==> config.mk <==
export PLATFORM = sky130hd
export DESIGN_NAME = uart_rx_16x
export DESIGN_NICKNAME = d
export VERILOG_FILES = /design/src/rtl/uart_rx_16x.sv
export SDC_FILE = /design/constraint.sdc
export NUM_CORES = 1
export LEC_CHECK = 0
export CAP_MARGIN = 20
export CORE_MARGIN = 2
export CORE_UTILIZATION = 35
export DETAILED_ROUTE_END_ITERATION = 10
export HOLD_SLACK_MARGIN = 0.08
export PLACE_DENSITY = 0.55
export RECOVER_POWER = 25
export SYNTH_ARGS = -nofsm -noshare
export SYNTH_HDL_FRONTEND = slang
export SYNTH_SLANG_ARGS = --single-unit
==> constraint.sdc <==
create_clock -name clk -period 1.9 [get_ports clk]
set_input_delay 0.19 -clock clk [delete_from_list [all_inputs] [get_ports clk]]
set_output_delay 0.19 -clock clk [all_outputs]
set_load 0.05 [all_outputs]
==> src/rtl/uart_rx_16x.sv <==
// ---------------------------------------------------------------------------
// uart_rx_16x
//
// UART receiver using 16x oversampling. It detects a start bit, confirms it at
// mid-bit, samples DATA_BITS data bits LSB-first, an optional parity bit and
// the stop bit at the middle of each bit, and delivers the byte through a
// one-entry valid/ready holding register.
//
// Parameters
//   DATA_BITS  : data bits per frame, 5..8
//   PARITY_EN  : 1 = a parity bit follows the data bits
//   PARITY_ODD : 1 = odd parity, 0 = even parity (ignored when PARITY_EN=0)
//
// Ports
//   clk           : system clock, all logic on the rising edge
//   rst           : synchronous active-high reset
//   baud_tick_16x : one-clk strobe at 16x the baud rate
//   rx            : asynchronous serial line, idle high
//   rx_ready      : consumer accepts rx_data when high together with rx_valid
//   rx_data       : received byte, LSB-aligned, unused MSBs zero
//   rx_valid      : rx_data holds an unconsumed byte
//   frame_err     : one-clk pulse, stop bit sampled low
//   parity_err    : one-clk pulse, parity check failed
//   overrun_err   : one-clk pulse, good byte dropped because rx_valid pending
//   busy          : receiver is not idle
// ---------------------------------------------------------------------------
module uart_rx_16x #(
  parameter int DATA_BITS  = 8,
  parameter int PARITY_EN  = 0,
  parameter int PARITY_ODD = 0
) (
  input  logic       clk,
  input  logic       rst,
  input  logic       baud_tick_16x,
  input  logic       rx,
  input  logic       rx_ready,
  output logic [7:0] rx_data,
  output logic       rx_valid,
  output logic       frame_err,
  output logic       parity_err,
  output logic       overrun_err,
  output logic       busy
);

  localparam logic       HAS_PARITY = (PARITY_EN != 0);
  localparam logic       PAR_ODD    = (PARITY_ODD != 0);
  localparam logic [2:0] LAST_BIT   = 3'(DATA_BITS - 1);
  localparam logic [3:0] MID_TICK   = 4'd15;
  localparam logic [3:0] START_MID  = 4'd7;

  typedef enum logic [2:0] {
    IDLE,
    START,
    DATA,
    PARITY,
    STOP,
    WAIT_IDLE
  } state_e;

  // -------------------------------------------------------------------------
  // Input synchronizer. Both flops reset to the idle level so that leaving
  // reset never looks like a falling edge on the line.
  // -------------------------------------------------------------------------
  logic rx_meta_q;
  logic rx_s_q;

  // NOTE: sequential state is always assigned with <= so every flop samples
  // the pre-edge values of its neighbours, exactly like the hardware.
  always_ff @(posedge clk) begin
    if (rst) begin
      rx_meta_q <= 1'b1;
      rx_s_q    <= 1'b1;
    end else begin
      rx_meta_q <= rx;
      rx_s_q    <= rx_meta_q;
    end
  end

  // -------------------------------------------------------------------------
  // Receive FSM. Everything advances only on baud ticks; between ticks the
  // state, counters and shift register hold.
  // -------------------------------------------------------------------------
  state_e     state_q;
  logic [3:0] tick_cnt_q;
  logic [2:0] bit_cnt_q;
  logic [7:0] shift_q;
  logic       par_bad_q;
  logic       frame_err_q;
  logic       parity_err_q;

  logic       mid_bit;
  logic       par_exp;

  assign mid_bit = (tick_cnt_q == MID_TICK);
  // Expected parity bit: XOR of the received data bits (unused shift bits
  // are zero), inverted for odd parity.
  assign par_exp = (^shift_q) ^ PAR_ODD;

  always_ff @(posedge clk) begin
    if (rst) begin
      state_q      <= IDLE;
      tick_cnt_q   <= '0;
      bit_cnt_q    <= '0;
      shift_q      <= '0;
      par_bad_q    <= 1'b0;
      frame_err_q  <= 1'b0;
      parity_err_q <= 1'b0;
    end else begin
      // Error flags are single-cycle pulses.
      frame_err_q  <= 1'b0;
      parity_err_q <= 1'b0;

      if (baud_tick_16x) begin
        case (state_q)
          IDLE: begin
            if (!rx_s_q) begin
              state_q    <= START;
              tick_cnt_q <= '0;
              bit_cnt_q  <= '0;
              shift_q    <= '0;
              par_bad_q  <= 1'b0;
            end
          end

          START: begin
            if (tick_cnt_q == START_MID) begin
              tick_cnt_q <= '0;
              // A line back high at mid start bit was only a glitch.
              state_q    <= rx_s_q ? IDLE : DATA;
            end else begin
              tick_cnt_q <= tick_cnt_q + 4'd1;
            end
          end

          DATA: begin
            if (mid_bit) begin
              shift_q[bit_cnt_q] <= rx_s_q;
              tick_cnt_q         <= '0;
              // bit_cnt wraps to 0 after the eighth bit; it is not used again
              // until the next start clears it.
              bit_cnt_q          <= bit_cnt_q + 3'd1;
              if (bit_cnt_q == LAST_BIT) begin
                state_q <= HAS_PARITY ? PARITY : STOP;
              end
            end else begin
              tick_cnt_q <= tick_cnt_q + 4'd1;
            end
          end

          PARITY: begin
            if (mid_bit) begin
              par_bad_q  <= (rx_s_q != par_exp);
              tick_cnt_q <= '0;
              state_q    <= STOP;
            end else begin
              tick_cnt_q <= tick_cnt_q + 4'd1;
            end
          end

          STOP: begin
            if (mid_bit) begin
              tick_cnt_q <= '0;
              if (!rx_s_q) begin
                // Framing error wins over parity; wait for the line to
                // return high before hunting for a new start bit.
                frame_err_q <= 1'b1;
                state_q     <= WAIT_IDLE;
              end else begin
                parity_err_q <= par_bad_q;
                state_q      <= IDLE;
              end
            end else begin
              tick_cnt_q <= tick_cnt_q + 4'd1;
            end
          end

          WAIT_IDLE: begin
            if (rx_s_q) begin
              state_q <= IDLE;
            end
          end

          default: begin
            state_q <= IDLE;
          end
        endcase
      end
    end
  end

  // -------------------------------------------------------------------------
  // Delivery / holding register. A good byte is recognised on the stop-bit
  // sampling tick and lands in rx_data on that same edge, so it is visible
  // one clk after the tick.
  // -------------------------------------------------------------------------
  logic       good_byte;
  logic       rx_valid_q;
  logic       rx_valid_d;
  logic [7:0] rx_data_q;
  logic [7:0] rx_data_d;
  logic       overrun_q;
  logic       overrun_d;

  assign good_byte = baud_tick_16x && (state_q == STOP) && mid_bit &&
                     rx_s_q && !par_bad_q;

  // NOTE: every signal written here gets a default first, so no path leaves
  // it unassigned and no latch is inferred.
  always_comb begin
    rx_valid_d = rx_valid_q;
    rx_data_d  = rx_data_q;
    overrun_d  = 1'b0;

    if (rx_valid_q && rx_ready) begin
      rx_valid_d = 1'b0;
    end

    if (good_byte) begin
      // The slot is free if empty or being emptied in this very cycle.
      if (!rx_valid_q || rx_ready) begin
        rx_valid_d = 1'b1;
        rx_data_d  = shift_q;
      end else begin
        overrun_d  = 1'b1;
      end
    end
  end

  always_ff @(posedge clk) begin
    if (rst) begin
      rx_valid_q <= 1'b0;
      rx_data_q  <= '0;
      overrun_q  <= 1'b0;
    end else begin
      rx_valid_q <= rx_valid_d;
      rx_data_q  <= rx_data_d;
      overrun_q  <= overrun_d;
    end
  end

  assign rx_data     = rx_data_q;
  assign rx_valid    = rx_valid_q;
  assign frame_err   = frame_err_q;
  assign parity_err  = parity_err_q;
  assign overrun_err = overrun_q;
  assign busy        = (state_q != IDLE);

endmodule

==> metrics.cfg, run 1 <==
[cts]
cts_tree=built
clockBufferDepth=2
cts_root_buffer=clkbuf_8
cts_sinks=33
clkTransAtPathRegs_ps=70
cts_buffers=5
cts_resized=0
clock_latency_ps=280
hold_buffers=0
cts_setup_buffers=0
h-tree-depth=2

[synthesis]
synth_ff_type=dfxtp_1
syn_nets=200
netlist.area_leader.share_pct=39.2
synth.most_common_cell=dfxtp_1
yosys_warnings=0
yosys-top-cells-area=dfxtp_1 (39%), a21oi_1 (6.8%), mux2i_1 (4.7%), nand2_1 (4.0%), o21ai_0 (3.3%)
synth-edff-count=0
synth_cell_type_count=50
synthCells=192
synthArstFlopShare_pct=0
yosysSeqAreaShare_pct=39.2
yosys.area.top_type=dfxtp_1
synth_area_um2=1690
ys_seq_elements=33
synth_common_cells=dfxtp_1 (33), a21oi_1 (23), nand2_1 (18), nor2_1 (12), o21ai_0 (11)
syn_avg_cell_area_um2=8.78

[critical_path]
worstSetupPathType=reg2reg
crit_buf_inv=1
crit_chain=ha_1 > and4_1 > o211ai_1 > buf_4 > o21ai_0 > a21oi_1
cp.arrival_ps=1960
cp_slowest_cell=o211ai_1
crit_family=compound AO/OA/AOI/OAI gates
cp_max_fo=6
reg2reg_slack_ps=150
worst_setup_path_start_kind=flip-flop
worstPathRequired_ps=2110
critPathCaptureType=flip-flop
slowest_delay_ps=380

[floorplanning]
initial_utilization_pct=35.9
row_count=25
coreArea_um2=4690
design.portCount=18
die_h_um=73.4
fp.dieW_um=73.4
dieArea_um2=5390

[timing]
relSlewSlack_pct=66.9
hold_viol=0
slew_violations=0
finalCritPeriodShare_pct=92.2
skew_ps=8.74
worst_slew_pin_slew_ps=495
setup_viol=0
whs_ps=416
finalCriticalPeriod_ps=1750
rsz0062_at_grt=no
fin_setup_tns_ps=0
maxClockFrequency_ghz=0.571

[global_route]
grt_pass1_vias=1308
grt_pass1_wl_um=6070
grt_antenna_before_repair=0
overflow=0
track_usage_pct=14.5
grt_max_degree=15

[placed_design]
gp_congestion=0.797
place_inst=262
port_buffers=17
dp_hpwl_um=2530
placed_area_um2=1920

[detailed_routing]
drc_errors=0
drt-total-wl_um=3530
vias_per_cell=5.27
drt.antenna.violating_nets=0
first_pass_iters=4
num_vias=1424
wl_per_cell_um=13.1
drt-initial-drc-count=63

[power]
pwr-share-seq_pct=54.9
combPwrFrac_pct=5.0
internal_power_uw=976
ir_drop_mv=0.335
p_leak_nw=0.781
p_sw_share_pct=23.2
power.density_nw_per_um2=635
p_sw_uw=295
pwr-share-clk_pct=40.1

[status]
outcome=finished clean

[worst_hold_path]
hp-class=reg2reg

[layout]
instances_no_fill=270
areaGrowthSynthToFinish_pct=18.7
antenna_cells=0
layout-drive-gt1-share_pct=14.8
num-nets-final=223
fin_area_um2=2000

[job]
max_cap_viol_count=0

[cell type report]
class | count | area, um2
Timing Repair Buffer | 28 | 246
Clock inverter | 2 | 10.0
Tap cell | 54 | 67.6
Clock buffer | 6 | 72.6
Sequential cell | 33 | 661
Fill cell | 507 | 2690
Inverter | 5 | 18.8
Multi-Input combinational cell | 142 | 926
[power groups by stage]
stage | clock, mW | sequential, mW | combinational [mW]
2_1_floorplan | 0 | 0.711 | 0.0445
3_3_place_gp | 0 | 0.714 | 0.0658
3_5_place_dp | 0 | 0.713 | 0.0653
4_1_cts | 0.529 | 0.697 | 0.0654
5_1_grt | 0.554 | 0.698 | 0.0700
6_report | 0.510 | 0.698 | 0.0633
[cells by family (layout without fill, tap and decap cells)]
kind of cell | count (synthesis) | count (layout) | share of synthesized area [%]
AOI/OAI and AO/OA | 49 | 49 | 17.1
xor gates and xnor gates | 7 | 7 | 4.45
adders and majority gates | 3 | 3 | 2.23
buffers and inverters | 17 | 41 | 5.93
DFF | 33 | 33 | 39.2
muxes | 8 | 8 | 4.75
and+or+nand+nor | 75 | 75 | 26.3
[per-layer routing]
metal | track usage [%] | wire length, um | part of all wire (%) | up-vias
met4 | 4.24 | 27 | 0.77 | 0
li1 | - | - | - | 736
met1 | 19.1 | 1720 | 49 | 664
met5 | 0 | 0 | 0 | -
met3 | 4.53 | 113 | 3.2 | 2
met2 | 22.8 | 1660 | 47 | 22
[worst paths after layout]
| path | start | end | cells after the start |
|---|---|---|---|
| worst min register to register | rx_meta_q$_SDFF_PP1_ | rx_s_q$_SDFF_PP1_ | 1 |
| worst max register to register | tick_cnt_q[0]$_SDFFE_PP0P_ | shift_q[5]$_SDFFE_PP0P_ | 6 |
| worst min-delay path | rx_meta_q$_SDFF_PP1_ | rx_s_q$_SDFF_PP1_ | 1 |
| worst max-delay path | tick_cnt_q[0]$_SDFFE_PP0P_ | shift_q[5]$_SDFFE_PP0P_ | 6 |
[state kept, by name, summed over array words and instances (netlist names)]
signal,cells
rx_meta_q,1
overrun_err,1
state_q,3
par_bad_q,1
bit_cnt_q,3
frame_err,1
rx_valid,1
parity_err,1
shift_q,8
tick_cnt_q,4
rx_data,8
rx_s_q,1
[metrics by stage]
step           setup slack (ps)  util [%]  total power, mW
5_1_grt                    41.4      42.7             1.32
2_1_floorplan               324         -            0.755
6_report                    148      42.7             1.27
3_3_place_gp                167      41.0            0.779
3_5_place_dp                152      41.0            0.779
4_1_cts                     163      42.7             1.29
[cell usage in the layout, fill, tap and decap left out, types with 2 or more instances in the layout]
| cell | netlist | routed |
|---|---|---|
| and3_1 | 2 | 2 |
| o21ai_0 | 11 | 11 |
| nor2b_1 | 5 | 5 |
| clkbuf_1 | 3 | 2 |
| nand4b_1 | 3 | 3 |
| and2b_2 | 2 | 2 |
| nand3_1 | 6 | 6 |
| buf_4 | 1 | 11 |
| nand2_1 | 18 | 18 |
| nor4_1 | 3 | 3 |
| nor3b_1 | 2 | 2 |
| dfxtp_1 | 33 | 33 |
| or3_1 | 4 | 4 |
| clkbuf_8 | 0 | 5 |
| nand2b_1 | 2 | 2 |
| xnor2_1 | 6 | 6 |
| nor3_1 | 4 | 4 |
| mux2i_1 | 8 | 8 |
| a31oi_1 | 2 | 2 |
| dlygate4sd3_1 | 0 | 3 |
| nor2_1 | 12 | 12 |
| ha_1 | 3 | 3 |
| a21oi_1 | 23 | 23 |
| or2_2 | 2 | 2 |
| clkdlybuf4s50_1 | 0 | 13 |
| clkinv_2 | 0 | 2 |
| inv_1 | 5 | 5 |
Power figures use the tool's default switching activity.
==> run 2: changes to the inputs <==
--- a/config.mk
+++ b/config.mk
@@ -10,8 +10,10 @@
 export CORE_UTILIZATION = 35
 export DETAILED_ROUTE_END_ITERATION = 10
 export HOLD_SLACK_MARGIN = 0.08
+export MAX_ROUTING_LAYER = met4
 export PLACE_DENSITY = 0.55
 export RECOVER_POWER = 25
+export SLEW_MARGIN = 0
 export SYNTH_ARGS = -nofsm -noshare
 export SYNTH_HDL_FRONTEND = slang
 export SYNTH_SLANG_ARGS = --single-unit
==> metrics.cfg, run 2 (synthesis gave the netlist of run 1 again) <==
[job]
max_cap_viol_count=0  ; unchanged

[detailed_routing]
drt.antenna.violating_nets=0  ; unchanged
drc_errors=0  ; unchanged
num_vias=1427  ; +0.21%
wl_per_cell_um=13.1  ; about the same
drt-total-wl_um=3530  ; about the same
vias_per_cell=5.29  ; +0.21%
first_pass_iters=4  ; unchanged
drt-initial-drc-count=61  ; -3.2%

[placed_design]
dp_hpwl_um=2530  ; unchanged
placed_area_um2=1920  ; unchanged
gp_congestion=0.809  ; +1.4%
dp_worst_setup_slack_ps=152  ; unchanged
port_buffers=17  ; unchanged

[timing]
worst_slack_ps=149  ; +0.282 ps
slew_violations=0  ; unchanged
hold_viol=0  ; unchanged
fin_setup_tns_ps=0  ; unchanged
rsz0062_at_grt=no
relSlewSlack_pct=66.9  ; unchanged
setup_viol=0  ; unchanged
finalCriticalPeriod_ps=1750  ; -0.282 ps
maxClockFrequency_ghz=0.571  ; about the same
finalCritPeriodShare_pct=92.2  ; about the same
worst_slew_pin_slew_ps=495  ; unchanged
skew_ps=8.60  ; -0.142 ps

[global_route]
grt_pass1_vias=1313  ; +0.38%
grt_pass1_wl_um=6050  ; -0.23%
track_usage_pct=14.9  ; +0.42 points
grt_max_degree=15  ; unchanged
grt_antenna_before_repair=0  ; unchanged
overflow=0  ; unchanged

[critical_path]
worstSetupPathType=reg2reg
rr_worst_depth=6  ; unchanged
r2r-end=shift_q[5]$_SDFFE_PP0P_
critPathCaptureType=flip-flop
cp.arrival_ps=1960  ; about the same
worstPathRequired_ps=2110  ; about the same
endpoint=shift_q[5]$_SDFFE_PP0P_
worst_setup_path_start_kind=flip-flop
cp_max_fo=6  ; unchanged
reg2reg_slack_ps=150  ; about the same
startpoint=tick_cnt_q[0]$_SDFFE_PP0P_
r2r_start=tick_cnt_q[0]$_SDFFE_PP0P_

[cts]
cts_root_buffer=clkbuf_8
h-tree-depth=2  ; unchanged
clkTransAtPathRegs_ps=70  ; about the same
cts_buffers=5  ; unchanged
clockBufferDepth=2  ; unchanged
hold_buffers=0  ; unchanged
cts_resized=0  ; unchanged
cts_sinks=33  ; unchanged
cts_setup_buffers=0  ; unchanged
clock_latency_ps=280  ; about the same
cts_tree=built

[layout]
num-nets-final=223  ; unchanged
final_common_cell=dfxtp_1
seq_area_um2=661  ; unchanged
antenna_cells=0  ; unchanged
fin_area_um2=2000  ; unchanged
nFillCells=507  ; unchanged
final_util_pct=42.7  ; unchanged
layout_common_cells=dfxtp_1 (33), a21oi_1 (23), nand2_1 (18)
multi_input_area_um2=926  ; unchanged
areaGrowthSynthToFinish_pct=18.7  ; unchanged
layout-drive-gt1-share_pct=14.8  ; unchanged

[floorplanning]
dieArea_um2=5390  ; unchanged
row_count=25  ; unchanged
fp.dieW_um=73.4  ; unchanged
coreArea_um2=4690  ; unchanged
design.portCount=18  ; unchanged
initial_utilization_pct=35.9  ; unchanged
die_h_um=73.4  ; unchanged

[power]
total_power_mw=1.27  ; about the same
power.density_nw_per_um2=635  ; about the same
ir_drop_mv=0.336  ; +0.26%
p_leak_nw=0.781  ; unchanged

[worst_hold_path]
hp-class=reg2reg
min_delay_path_depth=1  ; unchanged

[status]
outcome=finished clean

run 2: metrics by stage:
step	cells	hold WS (ps)
after floorplan	192	294
after CTS	270	416
after global placement	262	396
after detailed placement	262	401
final	270	416
after global routing	270	425
run 2: area by class of cell:
cell class                 instances  area share, %
multi-input combinational        142           46.3
clock buffer                       6           3.62
inverter                           5          0.938
tap                               54           3.38
sequential                        33           33.0
timing repair buffer              28           12.3
clock inverter                     2          0.500
run 2: worst min-delay path by stage:
stage / to / slack, ps / start
3_5_place_dp: rx_s_q$_SDFF_PP1_ / 400 / rx_meta_q$_SDFF_PP1_
2_1_floorplan: rx_meta_q$_SDFF_PP1_ / 290 / rx
4_1_cts: rx_s_q$_SDFF_PP1_ / 420 / rx_meta_q$_SDFF_PP1_
5_1_grt: rx_s_q$_SDFF_PP1_ / 430 / rx_meta_q$_SDFF_PP1_
3_3_place_gp: rx_s_q$_SDFF_PP1_ / 400 / rx_meta_q$_SDFF_PP1_
6_report: rx_s_q$_SDFF_PP1_ / 420 / rx_meta_q$_SDFF_PP1_
run 2: critical path, cell delays in order, from the launching register on:
cell and delay (ps):
dfxtp_1 340, ha_1 280, and4_1 230, o211ai_1 380
buf_4 220, o21ai_0 80, a21oi_1 140
run 2: routing by layer:
layer	vias to the layer above	global-route usage, %	share of wire, %
met3	5	4.53	3.3
met1	663	19.1	49
li1	736	-	-
met4	0	4.24	1.0
met5	-	-	0
met2	23	22.8	47
run 2: power by group:
part           switching [mW]  leakage, nW  internal, mW
Clock                   0.257       0.0450         0.254
Combinational          0.0354        0.470        0.0280
Sequential            0.00355        0.266         0.694
Total                   0.295        0.781         0.976
